### src/rtl/jtag_er_ctrl_if.sv
// jtag_er_ctrl_if: fabric-side command/response bus of the JTAG ER1/ER2 controller.
// master = controller side, slave = fabric side.
interface jtag_er_ctrl_if #(parameter int DR_W = 8);
   logic [DR_W-1:0] cmd_data;
   logic            cmd_valid;
   logic            cmd_ready;
   logic            cmd_chan;
   logic [DR_W-1:0] rsp_data;
   logic            rsp_valid;
   logic            ovr_err;
   logic            len_err;
   modport master (output cmd_data, cmd_valid, cmd_chan, ovr_err, len_err,
                   input  cmd_ready, rsp_data, rsp_valid);
   modport slave  (input  cmd_data, cmd_valid, cmd_chan, ovr_err, len_err,
                   output cmd_ready, rsp_data, rsp_valid);
endinterface

### src/rtl/jtag_er_ctrl.sv
// jtag_er_ctrl: JTAGG ER1/ER2 user data register controller with a command/response handshake.
// Optional macro JTAG_ER2_STATUS_EN turns ER2 into a status/clear channel.
module jtag_er_ctrl #(parameter int DR_W = 8) (
   input  logic           jtck,
   input  logic           jrstn,
   input  logic           jtdi,
   input  logic           jshift,
   input  logic           jupdate,
   input  logic           jce1,
   input  logic           jce2,
   output logic           jtdo1,
   output logic           jtdo2,
   jtag_er_ctrl_if.master bus
);
   localparam int CW = $clog2(DR_W + 2);
   typedef enum logic [1:0] {IDLE, CAPT, SHIFT, EXIT} state_t;
   state_t          state_q, state_d;
   logic [DR_W-1:0] sr_q, sr_d, rsp_q, rsp_d, cmd_data_q, cmd_data_d, cap;
   logic [CW-1:0]   cnt_q, cnt_d;
   logic            cmd_valid_q, cmd_valid_d, cmd_chan_q, cmd_chan_d, act_q, act_d;
   logic            dly_q, dly_d, ovr_q, ovr_d, len_q, len_d;
   logic            rise, len_ok, tdo;
   always_comb begin
      rise        = jshift && !dly_q;
      len_ok      = cnt_q == CW'(DR_W);
`ifdef JTAG_ER2_STATUS_EN
      cap         = jce1 ? rsp_q : DR_W'({ovr_q, len_q, cmd_valid_q});
`else
      cap         = rsp_q;
`endif
      state_d     = state_q;
      sr_d        = sr_q;
      cnt_d       = cnt_q;
      act_d       = act_q;
      cmd_data_d  = cmd_data_q;
      cmd_chan_d  = cmd_chan_q;
      ovr_d       = ovr_q;
      len_d       = len_q;
      dly_d       = jshift;
      rsp_d       = bus.rsp_valid ? bus.rsp_data : rsp_q;
      cmd_valid_d = cmd_valid_q && !bus.cmd_ready;
      tdo         = 1'b0;
      case (state_q)
         IDLE, EXIT: begin
            if (state_q == EXIT && jupdate) begin
               state_d = IDLE;
`ifdef JTAG_ER2_STATUS_EN
               if (act_q) begin
                  if (!len_ok) len_d = 1'b1;
                  else if (sr_q[0]) begin
                     ovr_d = 1'b0;
                     len_d = 1'b0;
                  end
               end else
`endif
               begin
                  // an accept in this same cycle still counts as an overrun
                  if (!len_ok) len_d = 1'b1;
                  if (cmd_valid_q) ovr_d = 1'b1;
                  if (len_ok && !cmd_valid_q) begin
                     cmd_data_d  = sr_q;
                     cmd_chan_d  = act_q;
                     cmd_valid_d = 1'b1;
                  end
               end
            end else if (jce1 || jce2) begin
               state_d = CAPT;
               sr_d    = cap;
               act_d   = !jce1;
               cnt_d   = '0;
            end else if (state_q == EXIT && rise) begin
               state_d = SHIFT;
               tdo     = sr_q[0];
            end
         end
         CAPT: begin
            // JTDI lags JSHIFT, so the entry cycle only presents bit 0
            if (rise) begin
               state_d = SHIFT;
               tdo     = sr_q[0];
            end
         end
         SHIFT: begin
            tdo   = sr_q[1];
            sr_d  = {jtdi, sr_q[DR_W-1:1]};
            cnt_d = cnt_q == CW'(DR_W + 1) ? cnt_q : cnt_q + 1'b1;
            if (!jshift) state_d = EXIT;
         end
         default: state_d = IDLE;
      endcase
   end
   always_ff @(posedge jtck or negedge jrstn) begin
      if (!jrstn) begin
         state_q     <= IDLE;
         sr_q        <= '0;
         rsp_q       <= '0;
         cmd_data_q  <= '0;
         cmd_valid_q <= 1'b0;
         cmd_chan_q  <= 1'b0;
         act_q       <= 1'b0;
         cnt_q       <= '0;
         dly_q       <= 1'b0;
         ovr_q       <= 1'b0;
         len_q       <= 1'b0;
      end else begin
         state_q     <= state_d;
         sr_q        <= sr_d;
         rsp_q       <= rsp_d;
         cmd_data_q  <= cmd_data_d;
         cmd_valid_q <= cmd_valid_d;
         cmd_chan_q  <= cmd_chan_d;
         act_q       <= act_d;
         cnt_q       <= cnt_d;
         dly_q       <= dly_d;
         ovr_q       <= ovr_d;
         len_q       <= len_d;
      end
   end
   assign jtdo1         = tdo && !act_q;
   assign jtdo2         = tdo && act_q;
   assign bus.cmd_data  = cmd_data_q;
   assign bus.cmd_valid = cmd_valid_q;
   assign bus.cmd_chan  = cmd_chan_q;
   assign bus.ovr_err   = ovr_q;
   assign bus.len_err   = len_q;
endmodule

### src/flat_wrapper.sv
// flat-port wrapper written by rule: the top's interface ports become plain ports
module jtag_er_ctrl_flat 
#(parameter int DR_W = 8)
  (jtck, jrstn, jtdi, jshift, jupdate, jce1, jce2, jtdo1, jtdo2, bus_cmd_data, bus_cmd_valid, bus_cmd_chan, bus_ovr_err, bus_len_err, bus_cmd_ready, bus_rsp_data, bus_rsp_valid);
  jtag_er_ctrl_if #(.DR_W(DR_W)) bus_i ();
  input  logic jtck;
  input  logic jrstn;
  input  logic jtdi;
  input  logic jshift;
  input  logic jupdate;
  input  logic jce1;
  input  logic jce2;
  output logic jtdo1;
  output logic jtdo2;
  output wire logic [$bits(bus_i.cmd_data)-1:0] bus_cmd_data;
  output wire logic [$bits(bus_i.cmd_valid)-1:0] bus_cmd_valid;
  output wire logic [$bits(bus_i.cmd_chan)-1:0] bus_cmd_chan;
  output wire logic [$bits(bus_i.ovr_err)-1:0] bus_ovr_err;
  output wire logic [$bits(bus_i.len_err)-1:0] bus_len_err;
  input wire logic [$bits(bus_i.cmd_ready)-1:0] bus_cmd_ready;
  input wire logic [$bits(bus_i.rsp_data)-1:0] bus_rsp_data;
  input wire logic [$bits(bus_i.rsp_valid)-1:0] bus_rsp_valid;
  assign bus_cmd_data = bus_i.cmd_data;
  assign bus_cmd_valid = bus_i.cmd_valid;
  assign bus_cmd_chan = bus_i.cmd_chan;
  assign bus_ovr_err = bus_i.ovr_err;
  assign bus_len_err = bus_i.len_err;
  assign bus_i.cmd_ready = bus_cmd_ready;
  assign bus_i.rsp_data = bus_rsp_data;
  assign bus_i.rsp_valid = bus_rsp_valid;
  jtag_er_ctrl #(.DR_W(DR_W)) u_core (.jtck(jtck), .jrstn(jrstn), .jtdi(jtdi), .jshift(jshift), .jupdate(jupdate), .jce1(jce1), .jce2(jce2), .jtdo1(jtdo1), .jtdo2(jtdo2), .bus(bus_i));
endmodule
### config.mk
export PLATFORM = sky130hd
export DESIGN_NAME = jtag_er_ctrl_flat
export DESIGN_NICKNAME = d
export VERILOG_FILES = /design/src/rtl/jtag_er_ctrl_if.sv /design/src/rtl/jtag_er_ctrl.sv /design/src/flat_wrapper.sv
export SDC_FILE = /design/constraint.sdc
export NUM_CORES = 1
export LEC_CHECK = 0
export CAP_MARGIN = 20
export CORE_AREA = 2 2 59 61
export DETAILED_ROUTE_END_ITERATION = 8
export DIE_AREA = 0 0 61 63
export PLACE_DENSITY = 0.86
export SLEW_MARGIN = 20
export SYNTH_ARGS = -nofsm -noshare
export SYNTH_HDL_FRONTEND = slang
export SYNTH_SLANG_ARGS = --single-unit
### constraint.sdc
create_clock -name jtck -period 3 [get_ports jtck]
set_clock_uncertainty 0.1 [all_clocks]
set_input_delay 0.3 -clock jtck [delete_from_list [all_inputs] [get_ports jtck]]
set_output_delay 0.3 -clock jtck [all_outputs]
set_load 0.005 [all_outputs]
==> flow_summary_export.csv, run 1 <==
group,metric,value,unit
floorplan,core_area,0.003232,mm2
power_and_ir_drop,netSwitchingPower,700.5,uW
sta,rsz0062_at_grt,"false",
detailed_routing,totalWireLength,3183,um
detailed_routing,via_count,1207,
clock_tree,clock_latency,330,ps
sta,period_share,0.8985,
finish,design_area,0.002128,mm2
logic_synthesis,synth_area,0.001719,mm2
power_and_ir_drop,swShare,0.3613,
sta,tightest_slew,669.2,ps
floorplan,start_util,0.5319,
detailed_routing,dr_wl_met2,1670,um
finish,synthToLayoutAreaGrowth,23.80,%
placed_design,placed_area,0.002052,mm2
clock_tree,h-tree-depth,2,
setup_path,cp_top_family,"compound AO/OA/AOI/OAI gates",
global_routing,grt_pass1_vias,1290,
logic_synthesis,ys_seq_area_frac,0.5240,
clock_tree,ctsResizeCount,0,
logic_synthesis,ys_ff_latch,36,
placed_design,dpl_worst_slack,602.2,ps
global_routing,grt_usage,0.2002,
floorplan,die_area,0.003843,mm2
power_and_ir_drop,vdd_drop_max,0.0004422,V
detailed_routing,first_iter_violations,60,
logic_synthesis,synth.avg_cell_area,11.62,um2
placed_design,globalplace.congestion,0.7957,
setup_path,crit_type,"reg2out",
setup_path,cp-start-kind,"flop",
setup_path,crit_top_cell,"o21ai_0",
run_status,status,"completed",
logic_synthesis,synthesis.nets,172,
setup_path,max_stage_delay,510,ps
sta,hold_viol_final,0,
power_and_ir_drop,power_leakage,0.9421,nW
clock_tree,clk_pin_slew,110,ps
logic_synthesis,ys_types,31,
finish,drive_above_1_share,0.1703,
global_routing,antenna_found_initial,0,
clock_tree,cts.path.max_buffers,2,
detailed_routing,via_per_inst,5.294,
power_and_ir_drop,finalPower,1.939,mW
power_and_ir_drop,power_density,911.0,mW/mm2
detailed_routing,final_antenna_net_count,0,
clock_tree,cts_hold_buffers,0,
sta,final_max_slew_viol_count,0,
setup_path,required,2600,ps
clock_tree,cts_root_buffer,"clkbuf_4",
detailed_routing,drc,0,
clock_tree,cts_inserted_buffers,5,
setup_path,crit_path_max_fanout,5,
setup_path,critPathArrivalTime,2300,ps
power_and_ir_drop,power_frac_clock,0.168,
detailed_routing,drt-met1-wl,1377,um
global_routing,grt_pass1_wl,5692,um
clock_tree,cts_tree,"built",
floorplan,num_rows,21,
detailed_routing,dr.pass1.iters,4,
finish,utilization,0.6585,
detailed_routing,wl_per_cell,13.96,um
placed_design,io_buffer_count,30,
finish,antenna_cells,0,
power_and_ir_drop,power_frac_seq,0.389,
sta,setup_tns,0,ps
clock_tree,cts_sinks,36,
finish,final_nets,205,
power_and_ir_drop,comb_power_share,0.443,
sta,fmax,371.0,MHz
detailed_routing,met3_wirelength,111,um
setup_path,crit_buf_inv,1,
sta,period_needed,2696,ps
global_routing,grt_max_degree,37,
detailed_routing,top_layer_used,"met4",
floorplan,io_pins,31,
global_routing,grt_overflow,0,
setup_path,crit_path_top_delay_cell,"clkdlybuf4s50_1",
power_and_ir_drop,p_int,1.238,mW
placed_design,hpwl,2280,um
sta,setup_viol,0,
job,drv_cap,0,
setup_path,path_cells,"ha_1, a211o_1, o21ai_0, o21ai_0, nor2_1, clkdlybuf4s50_1",
floorplan,die_x,61,um
worst_hold_path,hp-class,"in2async",
logic_synthesis,yosysWarnings,0,
floorplan,die-height,63,um
sta,relSlewSlack,0.5524,
clock_tree,cts_setup_buffers,0,
sta,layout_setup_ws,304.4,ps
logic_synthesis,syn-instance-count,148,
setup_path,end_kind,"output pin",
==> registers in the layout (all words and copies together), names as in the netlist <==
signal                cells
u_core.bus.cmd_data       8
u_core.cap                8
u_core.sr_q               8
u_core.cnt_q              4
u_core.state_q            2
u_core.act_q              1
u_core.bus.cmd_chan       1
u_core.bus.cmd_valid      1
u_core.bus.len_err        1
u_core.bus.ovr_err        1
u_core.dly_q              1
==> cells in the mapped netlist, drive strengths merged <==
master | count | area share
a22oi | 1 | 0.0044
ha | 7 | 0.051
a32oi | 1 | 0.0051
inv | 7 | 0.015
clkbuf | 2 | 0.0044
nor3b | 1 | 0.0044
a21boi | 1 | 0.0065
mux2i | 8 | 0.047
and3 | 1 | 0.0036
o21ai | 6 | 0.017
o31ai | 2 | 0.0087
a211o | 1 | 0.0051
nand3b | 3 | 0.013
a21o | 3 | 0.013
o22ai | 1 | 0.0036
a211oi | 2 | 0.016
and3b | 1 | 0.0051
nand2 | 6 | 0.015
nor2 | 14 | 0.031
nand2b | 4 | 0.015
a31oi | 3 | 0.011
a21oi | 12 | 0.039
nand3 | 3 | 0.0087
nor2b | 1 | 0.0036
buf | 4 | 0.019
dfrtp | 36 | 0.52
mux2 | 17 | 0.11
==> power groups by stage <==
stage / clock network [mW] / registers [mW] / logic (mW)
finish: 0.326 / 0.754 / 0.859
floorplan: 0 / 0.741 / 0.607
CTS: 0.334 / 0.755 / 0.862
detailed placement: 0 / 0.765 / 0.856
global placement: 0 / 0.755 / 0.815
global route: 0.361 / 0.780 / 0.957
==> cells in the final DEF, fill, tap and decap left out, types with 4 or more instances in the layout <==
master,instances
nand2_1,5
a21oi_1,10
nand2b_1,4
clkbuf_4,5
mux2i_1,8
ha_1,7
o21ai_0,6
dfrtp_1,36
inv_1,7
clkdlybuf4s50_1,30
mux2_2,17
nor2_1,14
==> metrics by stage <==
step | instances | hold WS, ps
after global routing | 228 | 283.2
after detailed placement | 220 | 348.0
after floorplan | 148 | -95.59
after global placement | 220 | 341.7
final | 228 | 274.1
after CTS | 228 | 278.8
==> layout make-up <==
cell class	instances	area (um2)
clock buffer	6	41.29
clock inverter	2	35.03
fill	243	1104
tap	46	57.56
multi-input combinational	99	752.0
sequential	36	900.9
timing repair buffer	32	315.3
inverter	7	26.28
==> worst paths after layout <==
check | end | slack (ps) | cells after the start | start
worst max-delay path | jtdo1 | 300 | 6 | u_core.state_q[0]
worst min-delay path | u_core.sr_q[2] | 270 | 2 | jrstn
worst max register to register | u_core.sr_q[6] | 620 | 6 | u_core.state_q[0]
worst min register to register | u_core.bus.len_err | 360 | 1 | u_core.bus.len_err
max in group asynchronous | u_core.cnt_q[3] | 2210 | 2 | jrstn
min in group jtck | u_core.bus.len_err | 360 | 1 | u_core.bus.len_err
==> routing by layer <==
layer	vias up	track usage
met3	4	0.05383
met4	0	0.08152
met2	31	0.3185
met5	-	0
met1	586	0.2534
li1	586	-
==> cell families (layout without fill, tap and decap cells) <==
logic type,count (synthesis),in the layout,share of synthesized area
flops,36,36,0.5240
mux,25,25,0.1579
fa+ha+maj,7,7,0.05094
buf+inv,13,47,0.03858
simple gates,34,34,0.09826
compound gates,33,33,0.1303
No activity file was read; power rests on OpenSTA's default activity.
==> inputs of run 2 (changes only) <==
--- a/config.mk
+++ b/config.mk
@@ -5,11 +5,12 @@
 export SDC_FILE = /design/constraint.sdc
 export NUM_CORES = 1
 export LEC_CHECK = 0
+export ABC_AREA = 1
 export CAP_MARGIN = 20
-export CORE_AREA = 2 2 59 61
+export CORE_AREA = 2 2 63 65
 export DETAILED_ROUTE_END_ITERATION = 8
-export DIE_AREA = 0 0 61 63
-export PLACE_DENSITY = 0.86
+export DIE_AREA = 0 0 65 67
+export PLACE_DENSITY = 0.81
 export SLEW_MARGIN = 20
 export SYNTH_ARGS = -nofsm -noshare
 export SYNTH_HDL_FRONTEND = slang
==> constraint.sdc (replaced) <==
create_clock -name jtck -period 2.5 [get_ports jtck]
set_clock_uncertainty 0.1 [all_clocks]
set_input_delay 0.25 -clock jtck [delete_from_list [all_inputs] [get_ports jtck]]
set_output_delay 0.25 -clock jtck [all_outputs]
set_load 0.005 [all_outputs]
==> flow_summary_export.csv, run 2 <==
group,metric,value,unit
run_status,status,"completed",
power_and_ir_drop,power_density,952.8,mW/mm2
sta,period_needed,2330,ps
detailed_routing,dr.pass1.iters,5,
floorplan,die_area,0.004355,mm2
detailed_routing,wl_per_cell,10.87,um
sta,period_share,0.9319,
detailed_routing,totalWireLength,3239,um
logic_synthesis,synth_area,0.001873,mm2
sta,hold_viol_final,0,
detailed_routing,via_count,1423,
placed_design,globalplace.congestion,0.8705,
setup_path,cp-start-kind,"flop",
logic_synthesis,ys_types,25,
clock_tree,clk_pin_slew,70,ps
clock_tree,h-tree-depth,2,
setup_path,r2r_cells,8,
clock_tree,cts_sinks,36,
finish,utilization,0.6339,
setup_path,max_stage_delay,500,ps
placed_design,placed_area,0.002196,mm2
detailed_routing,drc,0,
finish,final_cell_mix,"nand2_1, dfrtp_1, inv_1",
finish,fill_cells,329,
logic_synthesis,ys_ff_latch,36,
floorplan,die_x,65,um
floorplan,start_util,0.5194,
global_routing,grt_pass1_wl,5837,um
global_routing,grt_overflow,0,
finish,layout_commonest_cell,"nand2_1",
finish,antenna_cells,0,
sta,fmax,429.2,MHz
setup_path,end_kind,"output pin",
logic_synthesis,yosysMostFrequentCell,"nand2_1",
finish,drive_above_1_share,0.1480,
logic_synthesis,ys.flop_type,"dfrtp_1",
clock_tree,cts_hold_buffers,0,
setup_path,crit_path_top_delay_cell,"clkdlybuf4s50_1",
detailed_routing,via_per_inst,4.775,
clock_tree,cts_root_buffer,"clkbuf_8",
floorplan,die-height,67,um
sta,tightest_slew,448.4,ps
power_and_ir_drop,finalPower,2.178,mW
finish,final_nets,274,
sta,relSlewSlack,0.7011,
logic_synthesis,ys_async_sr_fraction,1.000,
global_routing,grt_usage,0.1753,
logic_synthesis,synth_edf_count,0,
finish,synthToLayoutAreaGrowth,22.04,%
clock_tree,cts.path.max_buffers,2,
job,drv_cap,0,
logic_synthesis,synth_common_cells,"nand2_1, dfrtp_1, inv_1",
floorplan,core_area,0.003606,mm2
clock_tree,cts_tree,"built",
sta,whs,271.0,ps
logic_synthesis,yosysWarnings,0,
detailed_routing,first_iter_violations,60,
logic_synthesis,synthesis.nets,241,
setup_path,required,2150,ps
setup_path,critPathArrivalTime,1980,ps
floorplan,num_rows,22,
global_routing,grt_max_degree,37,
clock_tree,clock_latency,290,ps
finish,final_cells,298,
global_routing,antenna_found_initial,0,
sta,final_max_slew_viol_count,0,
setup_path,crit_path_max_fanout,10,
logic_synthesis,syn-instance-count,217,
logic_synthesis,synth.avg_cell_area,8.632,um2
logic_synthesis,ys_seq_area_frac,0.4810,
clock_tree,cts_inserted_buffers,5,
placed_design,hpwl,2375,um
floorplan,io_pins,31,
finish,design_area,0.002286,mm2
worst_hold_path,hp-class,"in2async",
sta,setup_viol,0,
setup_path,path_cells,"inv_1, ha_4, a21oi_1, o21ai_0, nand3_1, nor2_1, clkdlybuf4s50_1",
placed_design,dp.cells,291,
logic_synthesis,synth_top_area_frac,0.4810,
global_routing,grt_pass1_vias,1365,
logic_synthesis,yosysTopAreaCell,"dfrtp_1",
detailed_routing,final_antenna_net_count,0,
logic_synthesis,synth_top_cells_by_area,"dfrtp_1, nand2_1, o21ai_2",
placed_design,io_buffer_count,30,
setup_path,crit_type,"reg2out",
power_and_ir_drop,vdd_drop_max,0.0006146,V
power_and_ir_drop,power_leakage,1.109,nW
==> run 2: repair_timing <==
| item | CTS | global route |
|---|---|---|
| resized for setup | 0 | 2 |
| setup endpoints to repair | 0 | 2 |
| buffers inserted | 0 | 0 |
==> run 2: area by class of cell <==
| cell class | count | area, um2 | share of cell area |
|---|---|---|---|
| Clock buffer | 6 | 72.57 | 0.03175 |
| Tap cell | 48 | 60.06 | 0.02627 |
| Sequential cell | 36 | 900.9 | 0.3941 |
| Timing Repair Buffer | 32 | 315.3 | 0.1379 |
| Clock inverter | 1 | 5.005 | 0.002189 |
| Multi-Input combinational cell | 142 | 808.3 | 0.3536 |
| Inverter | 33 | 123.9 | 0.05419 |
==> run 2: worst max-delay path, delay by kind of cell, from the launching register on <==
family	cells	cell delay, ps
buffers and inverters	2	600
and+or+nand+nor	2	210
adders and majority gates	1	340
DFF	1	410
AOI/OAI and AO/OA	2	130
==> run 2: power breakdown <==
group	switching, mW	internal, mW
combinational	0.606	0.394
clock	0.196	0.189
sequential	0.0894	0.704
==> run 2: cell families (layout without fill, tap and decap cells) <==
group                    count (synthesis)  count (layout)  share of synthesized area
AO/OA/AOI/OAI                           43              43                     0.1510
XOR/XNOR                                 1               1                   0.004677
adder cells (fa/ha/maj)                  7               7                    0.04676
buffers and inverters                   39              72                    0.09419
flip-flops                              36              36                     0.4810
AND/OR/NAND/NOR                         91              91                     0.2224
==> run 2: path summary, 6_finish.rpt <==
kind / from / to / slack, ps
min reg2reg: u_core.bus.ovr_err / u_core.bus.ovr_err / 380
min in group jtck: u_core.bus.ovr_err / u_core.bus.ovr_err / 380
max reg2reg: u_core.state_q[0] / u_core.cnt_q[1] / 790
max: u_core.state_q[0] / jtdo2 / 170
min: jrstn / u_core.bus.len_err / 270
max in group asynchronous: jrstn / u_core.cap[2] / 1710
==> run 2: metal layers <==
metal	up-vias	routed length, um	GRT usage
li1	739	-	-
met1	654	1465	0.2039
met2	28	1609	0.3209
met3	2	139	0.04730
met4	0	25	0.03989
met5	-	0	0
==> run 2: stage by stage <==
| step | setup slack, ps | TNS [ps] |
|---|---|---|
| 5_1_grt | -11.38 | -20.61 |
| 4_1_cts | 18.28 | 0 |
| 3_3_place_gp | 397.1 | 0 |
| 2_1_floorplan | 920.5 | 0 |
| 3_5_place_dp | 339.6 | 0 |
| 6_report | 170.3 | 0 |
